$ cat src/rtl/share_recombiner_if.sv
// rtl/share_recombiner_if.sv - share input stream and recombined word output bundle
//
// Purpose: groups the share-in and word-out handshakes of share_recombiner.
// Ports (signals):
//   s_valid, s_ready, s_share[WIDTH], s_last : incoming Boolean shares
//   m_valid, m_ready, m_data[WIDTH], m_err   : recombined word and framing flag
// Modports:
//   slave  : the recombiner's view (consumes shares, produces words)
//   master : the environment's view (produces shares, consumes words)
interface share_recombiner_if #(
  parameter int WIDTH = 8
);
  logic             s_valid;
  logic             s_ready;
  logic [WIDTH-1:0] s_share;
  logic             s_last;
  logic             m_valid;
  logic             m_ready;
  logic [WIDTH-1:0] m_data;
  logic             m_err;

  modport slave (
    input  s_valid, s_share, s_last, m_ready,
    output s_ready, m_valid, m_data, m_err
  );

  modport master (
    output s_valid, s_share, s_last, m_ready,
    input  s_ready, m_valid, m_data, m_err
  );
endinterface

$ cat src/rtl/share_recombiner.sv
// rtl/share_recombiner.sv - XOR recombination of NUM_SHARES Boolean shares into one word
//
// Purpose: accepts shares in index order, XORs them together, and presents the
// unmasked word with a framing-error flag. All internal copies of the unmasked
// value are wiped once the word has been handed off.
// Ports:
//   clk  : single clock, rising edge
//   rst  : synchronous active-high reset
//   bus  : share_recombiner_if.slave (share stream in, word out)
//   busy : high while any share of a word is held
module share_recombiner #(
  parameter int NUM_SHARES = 8,
  parameter int WIDTH      = 8
) (
  input  logic                  clk,
  input  logic                  rst,
  share_recombiner_if.slave     bus,
  output logic                  busy
);

  localparam int CW = $clog2(NUM_SHARES) + 1;
  localparam logic [CW-1:0] LAST_IDX = CW'(NUM_SHARES - 1);

  typedef enum logic {COLLECT, HOLD} state_t;

  state_t           state, state_next;
  logic [CW-1:0]    cnt;
  logic [WIDTH-1:0] acc;
  logic [WIDTH-1:0] m_data_q;
  logic             m_err_q;

  logic             accept;
  logic             out_hs;
  logic             word_end;
  logic             word_err;
  logic [WIDTH-1:0] acc_next;

  // Index 0 loads rather than XORs so a stale accumulator can never leak in.
  assign acc_next = (cnt == '0) ? bus.s_share : (acc ^ bus.s_share);
  assign word_end = bus.s_last || (cnt == LAST_IDX);
  assign word_err = (bus.s_last && (cnt < LAST_IDX)) || (!bus.s_last && (cnt == LAST_IDX));

  always_comb begin
    state_next  = state;
    bus.s_ready = 1'b0;
    bus.m_valid = 1'b0;
    accept      = 1'b0;
    out_hs      = 1'b0;
    case (state)
      COLLECT: begin
        bus.s_ready = 1'b1;
        accept      = bus.s_valid;
        if (accept && word_end) state_next = HOLD;
      end
      HOLD: begin
        bus.m_valid = 1'b1;
        out_hs      = bus.m_ready;
        if (out_hs) state_next = COLLECT;
      end
      default: state_next = COLLECT;
    endcase
  end

  always_ff @(posedge clk) begin
    if (rst) begin
      state    <= COLLECT;
      cnt      <= '0;
      acc      <= '0;
      m_data_q <= '0;
      m_err_q  <= 1'b0;
    end else begin
      state <= state_next;
      if (accept) begin
        acc <= acc_next;
        cnt <= cnt + CW'(1);
        if (word_end) begin
          m_data_q <= acc_next;
          m_err_q  <= word_err;
        end
      end
      // Handoff wipes every register that held the unmasked value.
      if (out_hs) begin
        acc      <= '0;
        cnt      <= '0;
        m_data_q <= '0;
        m_err_q  <= 1'b0;
      end
    end
  end

  assign bus.m_data = m_data_q;
  assign bus.m_err  = m_err_q;
  assign busy       = (state == HOLD) || (cnt != '0);

endmodule

$ cat src/flat_wrapper.sv
// flat-port wrapper written by rule: the top's interface ports become plain ports
module share_recombiner_flat 
#(
  parameter int NUM_SHARES = 8,
  parameter int WIDTH      = 8
)
  (clk, rst, busy, bus_s_valid, bus_s_share, bus_s_last, bus_m_ready, bus_s_ready, bus_m_valid, bus_m_data, bus_m_err);
  share_recombiner_if #(.WIDTH(WIDTH)) bus_i ();
  input  logic clk;
  input  logic rst;
  output logic busy;
  input wire logic [$bits(bus_i.s_valid)-1:0] bus_s_valid;
  input wire logic [$bits(bus_i.s_share)-1:0] bus_s_share;
  input wire logic [$bits(bus_i.s_last)-1:0] bus_s_last;
  input wire logic [$bits(bus_i.m_ready)-1:0] bus_m_ready;
  output wire logic [$bits(bus_i.s_ready)-1:0] bus_s_ready;
  output wire logic [$bits(bus_i.m_valid)-1:0] bus_m_valid;
  output wire logic [$bits(bus_i.m_data)-1:0] bus_m_data;
  output wire logic [$bits(bus_i.m_err)-1:0] bus_m_err;
  assign bus_i.s_valid = bus_s_valid;
  assign bus_i.s_share = bus_s_share;
  assign bus_i.s_last = bus_s_last;
  assign bus_i.m_ready = bus_m_ready;
  assign bus_s_ready = bus_i.s_ready;
  assign bus_m_valid = bus_i.m_valid;
  assign bus_m_data = bus_i.m_data;
  assign bus_m_err = bus_i.m_err;
  share_recombiner #(.NUM_SHARES(NUM_SHARES), .WIDTH(WIDTH)) u_core (.clk(clk), .rst(rst), .bus(bus_i), .busy(busy));
endmodule
$ cat config.mk
export PLATFORM = sky130hd
export DESIGN_NAME = share_recombiner_flat
export DESIGN_NICKNAME = d
export VERILOG_FILES = /design/src/rtl/share_recombiner_if.sv /design/src/rtl/share_recombiner.sv /design/src/flat_wrapper.sv
export SDC_FILE = /design/constraint.sdc
export NUM_CORES = 1
export LEC_CHECK = 0
export ABC_AREA = 1
export BUFFER_PORTS_ARGS = -buffer_cell sky130_fd_sc_hd__buf_2
export CELL_PAD_IN_SITES_DETAIL_PLACEMENT = 1
export CELL_PAD_IN_SITES_GLOBAL_PLACEMENT = 1
export CORE_MARGIN = 5
export CORE_UTILIZATION = 33
export DETAILED_ROUTE_END_ITERATION = 8
export GPL_ROUTABILITY_DRIVEN = 0
export PLACE_DENSITY = 0.84
export SETUP_SLACK_MARGIN = 0.3
export SYNTH_ARGS = -nofsm -noshare
export SYNTH_HDL_FRONTEND = slang
export SYNTH_SLANG_ARGS = --single-unit
$ cat constraint.sdc
create_clock -name clk -period 1.35 [get_ports clk]
set_input_delay 0.0675 -clock clk [delete_from_list [all_inputs] [get_ports clk]]
set_output_delay 0.0675 -clock clk [all_outputs]
set_load 0.005 [all_outputs]
# After elaboration in Yosys (flattened, before gate mapping)
# Index checks and enable logic that the tools add are counted.
# totals
reg_bits,22
input_bits,13
elab_cells,29
# classes
add_sub_neg,1
order_cmp,1
eq_ne,1
muxes,8
n_bitwise,2
reduce_logical,11
# op_table
cell,count
8-bit 2-to-1 mux,1
8-bit bitwise XOR,1
1-bit 2-to-1 mux,6
4-bit by 1-bit adder with 4-bit output (second input constant),1
4-bit by 3-bit == test with 1-bit output (second input constant),1
4-bit logical NOT,1
4-bit by 3-bit < comparator with 1-bit output (second input constant),1
4-bit nonzero test,1
1-bit logical AND,3
1-bit logical OR,3
1-bit one-hot mux with 2 select lines,1
2-bit AND reduction,1
2-bit OR reduction,1
1-bit logical NOT,1
1-bit inverter,1

# Logic depth before layout (Yosys ltp)
# logic_depth
depth_word,5
depth_mapped,8
depth_no_buf,7

# Worst setup path after synthesis
# OpenSTA, ideal clock, no wires.
# synth_timing
path_kind,register to register
start,reg u_core.cnt[0]
end,reg u_core.m_data_q[0] (netlist: u_core.bus.m_data[0])
setup_time_ns,0.113
arrival_time_ns,1.172
setup_slack_ns,0.065
path_stages_with_launch,9
n_path_buf,1
period_less_slack_ns,1.285
cell_sequence,dfxtp_1 -> inv_1 -> ha_1 -> buf_1 -> nand2_4 -> nand2_1 -> nand2_1 -> nor2_1 -> nor2_1
# synth_via
elab_chain_cells,3
elab_cells_between_ends,5
classes_between,1 x eq/ne; 1 x mux; 3 x reduce/logical
# synth_rtl
item,line,source
"start, declared",share_recombiner.sv:27,logic [CW-1:0] cnt;
"start signal, assigned",share_recombiner.sv:75,cnt <= cnt + CW'(1);
4-bit by 3-bit == test with 1-bit output,share_recombiner.sv:40,assign word_end = bus.s_last || (cnt == LAST_IDX);
1-bit logical OR,share_recombiner.sv:40,
2-bit AND reduction (no line),n/a,
"end signal, assigned",share_recombiner.sv:77,m_data_q <= acc_next;
"end, declared",share_recombiner.sv:29,logic [WIDTH-1:0] m_data_q;
# Parallel ways exist; a longest one is shown, timed or not.
# A chain may end at the register's enable or synchronous reset.

# Worst setup path in the final report
# layout_timing
start,reg u_core.cnt[1]
end,reg u_core.m_data_q[0] (netlist: u_core.bus.m_data[0])
# Same word-level chain as after synthesis.

==> summary.md <==
| Metric | Value |
|---|---|
| DR vias/cell | 4.89 |
| Layout cells sized above 1 | 0.435 |
| Post-route met1 wirelength | 2170 µm |
| Initial Util | 0.338 |
| Tightest Hold Check Type | input port to register |
| Arrival @ worst endpoint | 1.42 ns |
| Slew at the pin closest to its max-slew limit | 0.326 ns |
| Pin count of the biggest net entering global routing | 14 |
| Power density over the cells | 931 nW/µm² |
| Ys Warns | 0 |
| GRT overflow | 0 |
| Relative slew margins | 0.783 |
| Number of synthesized register bits | 22 |
| Total leakage power | 0.00104 µW |
| Synth Instances | 204 |
| CP Launch Type | register |
| Area leader, netlist | sky130_fd_sc_hd__dfxtp_1 |
| HPWL after detailed placement | 2520 µm |
| Met3 layer wire length in the routed design | 124 µm |
| Cell row count | 22 |
| Required time worst endpoint | 1.52 ns |
| Area growth from synthesis to layout | 60.9% |
| Floorplan core area | 3630 µm² |
| Share of the clock period used by the worst path after layout | 0.924 |
| Post-detailed-route count of antenna-violating nets | 0 |
| Synthesized net count | 219 |
| Via Count | 1446 |
| Max Buffers Root-to-Sink | 2 |
| DIE HEIGHT | 71.1 µm |
| Total wirelength of the detailed-routed design | 5230 µm |
| Count of different cell masters after synthesis | 18 |
| Mean cell area of the mapped netlist | 6.03 µm² |
| CTS tree | built |
| Final nets | 265 |
| CTS Buf Count | 3 |
| Final worst clock skew | 0.00887 ns |
| Avg WL per Cell | 17.7 µm |
| First-pass GRT wire length | 7620 µm |
| Layout filler cell count | 460 |
| Post-synth top area share | 0.358 |
| Count of clock tree sinks | 22 |
| Overall track demand over capacity in global routing | 0.196 |
| Setup repair after global routing missed its margin | true |
| Sequential cell area fraction in the yosys report | 0.358 |
| Endpoints failing setup | 0 |
| Uppermost layer routed | met4 |
| Worst skew pair latency | 0.28 ns |
| Dominant cells by area after synthesis | sky130_fd_sc_hd__dfxtp_1, sky130_fd_sc_hd__nand2_1, sky130_fd_sc_hd__inv_1, sky130_fd_sc_hd__nand3_1, sky130_fd_sc_hd__nor2_1 |
| Remaining design rule violation count | 0 |
| Number of violations reported at the end of detailed-routing iteration 0 | 54 |
| Max Clk Rate | 0.802 GHz |
| Root Driver | sky130_fd_sc_hd__clkbuf_8 |
| Number of ports placed on the die boundary | 25 |
| Total count of hold-check failures in the final report | 0 |
| IO Port Bufs | 24 |
| Largest fanout on the critical path | 8 |
| Pins Over Slew Limit | 0 |
| Critical path endpoint category | register |
| Overall die area | 5050 µm² |
| Met2 wire len | 2730 µm |
| Outcome | finished clean |
| Final Util | 0.545 |
| Minimum period implied by the final worst setup slack | 1.25 ns |
| Maximum resistive drop on vdd | 0.450 mV |
| Via count of the first global-routing pass | 1541 |
| Number of max-capacitance violations reported | 0 |
| Reg clk slew, reported paths | 0.09 ns |
| Horizontal die dimension | 71.1 µm |
| Setup total negative slack | 0 ns |
| Netlist area before placement | 1230 µm² |
| Category of the critical setup timing path | register to register |
| Diode insertion count for antenna repair | 0 |
| Depth of the CTS H-tree | 1 |
| Antenna violations before repair | 0 |
| Total iterations of the first detailed-routing run | 4 |
stage by stage:
stage          setup slack [ns]  hold slack, ns  instances  instance area (µm²)  power, µW
2_1_floorplan             0.264           0.137        204                 1310       1060
3_3_place_gp              0.168           0.262        273                 1460       1160
3_5_place_dp              0.120           0.279        273                 1460       1180
4_1_cts                   0.180           0.100        290                 1840       1720
5_1_grt                  0.0365           0.159        296                 1980       1920
6_report                  0.102           0.125        296                 1980       1840
layout by cell type, fill, tap and decap left out, types with 3 or more instances in the layout:
cell / synthesis / layout
sky130_fd_sc_hd__a21oi_1: 14 / 8
sky130_fd_sc_hd__a21oi_2: 1 / 5
sky130_fd_sc_hd__buf_12: 0 / 3
sky130_fd_sc_hd__buf_2: 2 / 25
sky130_fd_sc_hd__buf_4: 0 / 9
sky130_fd_sc_hd__buf_6: 2 / 6
sky130_fd_sc_hd__clkbuf_8: 0 / 3
sky130_fd_sc_hd__dfxtp_1: 22 / 17
sky130_fd_sc_hd__dfxtp_4: 0 / 5
sky130_fd_sc_hd__inv_1: 39 / 37
sky130_fd_sc_hd__nand2_1: 74 / 59
sky130_fd_sc_hd__nand2_2: 1 / 6
sky130_fd_sc_hd__nand2_4: 1 / 10
sky130_fd_sc_hd__nand2_8: 0 / 3
sky130_fd_sc_hd__nand3_1: 19 / 4
sky130_fd_sc_hd__nand3_2: 0 / 11
sky130_fd_sc_hd__nand3_4: 0 / 4
sky130_fd_sc_hd__nor2_1: 20 / 13
sky130_fd_sc_hd__nor2_2: 1 / 7
sequential cells by signal, summed over array words and instances (netlist names):
register	cells
u_core.acc	8
u_core.bus.m_data	8
u_core.cnt	4
u_core.bus.m_err	1
u_core.state	1
kinds of logic (layout without fill, tap and decap cells):
family | count (synthesis) | after routing | synth area share
and+or+nand+nor | 118 | 120 | 0.398
DFF | 22 | 22 | 0.358
adders and majority gates | 2 | 2 | 0.0203
AOI/OAI and AO/OA | 17 | 17 | 0.0722
buffers and inverters | 45 | 87 | 0.152
repair_timing:
action                                 4_1_cts  5_1_grt
setup endpoints to repair                   22       23
setup buffers                               12        4
gates resized for setup                     46       25
cloned                                       1        2
pin swaps                                   33       13
hold buffers                                 1        0
endpoints found under the hold margin        1        0
where the power goes:
group          switching [µW]  leakage (µW)  total (µW)  internal (µW)
clock                     243     0.0000216         443            201
sequential               40.2      0.000185         738            698
combinational             403      0.000838         661            258
critical path, cell delays in order, from the launching register on:
cell and delay, ns:
sky130_fd_sc_hd__dfxtp_4 0.38, sky130_fd_sc_hd__inv_4 0.07, sky130_fd_sc_hd__ha_4 0.21, sky130_fd_sc_hd__nand2_8 0.13, sky130_fd_sc_hd__nand2_2 0.11, sky130_fd_sc_hd__nand2_1 0.08, sky130_fd_sc_hd__nor2_2 0.11, sky130_fd_sc_hd__nor2_1 0.05
path summary, 6_finish.rpt:
check	start	endpoint	slack, ns	cells past startpoint
max	u_core.cnt[1]	u_core.bus.m_data[0]	0.10	7
min	bus_s_last	u_core.bus.m_err	0.12	4
max reg2reg	u_core.cnt[1]	u_core.bus.m_data[0]	0.10	7
min reg2reg	u_core.bus.m_err	u_core.bus.m_err	0.51	2
Yosys cell counts, drive strengths merged:
master   n
a21oi   15
buf      5
dfxtp   22
ha       2
inv     40
nand2   76
nand3   19
nor2    22
o21ai    2
or2      1
routing by layer:
metal,vias to the layer above,global-route usage
met4,0,0.104
li1,703,-
met1,701,0.205
met5,-,0
met2,27,0.365
met3,15,0.0355
cell type report:
cell class / count / area [µm²] / area share
tap: 48 / 60.1 / 0.0303
timing repair buffer: 44 / 330 / 0.167
multi-input combinational: 139 / 933 / 0.472
sequential: 22 / 459 / 0.232
clock buffer: 3 / 41.3 / 0.0209
inverter: 40 / 155 / 0.0784
No activity file was read; power rests on OpenSTA's default activity.
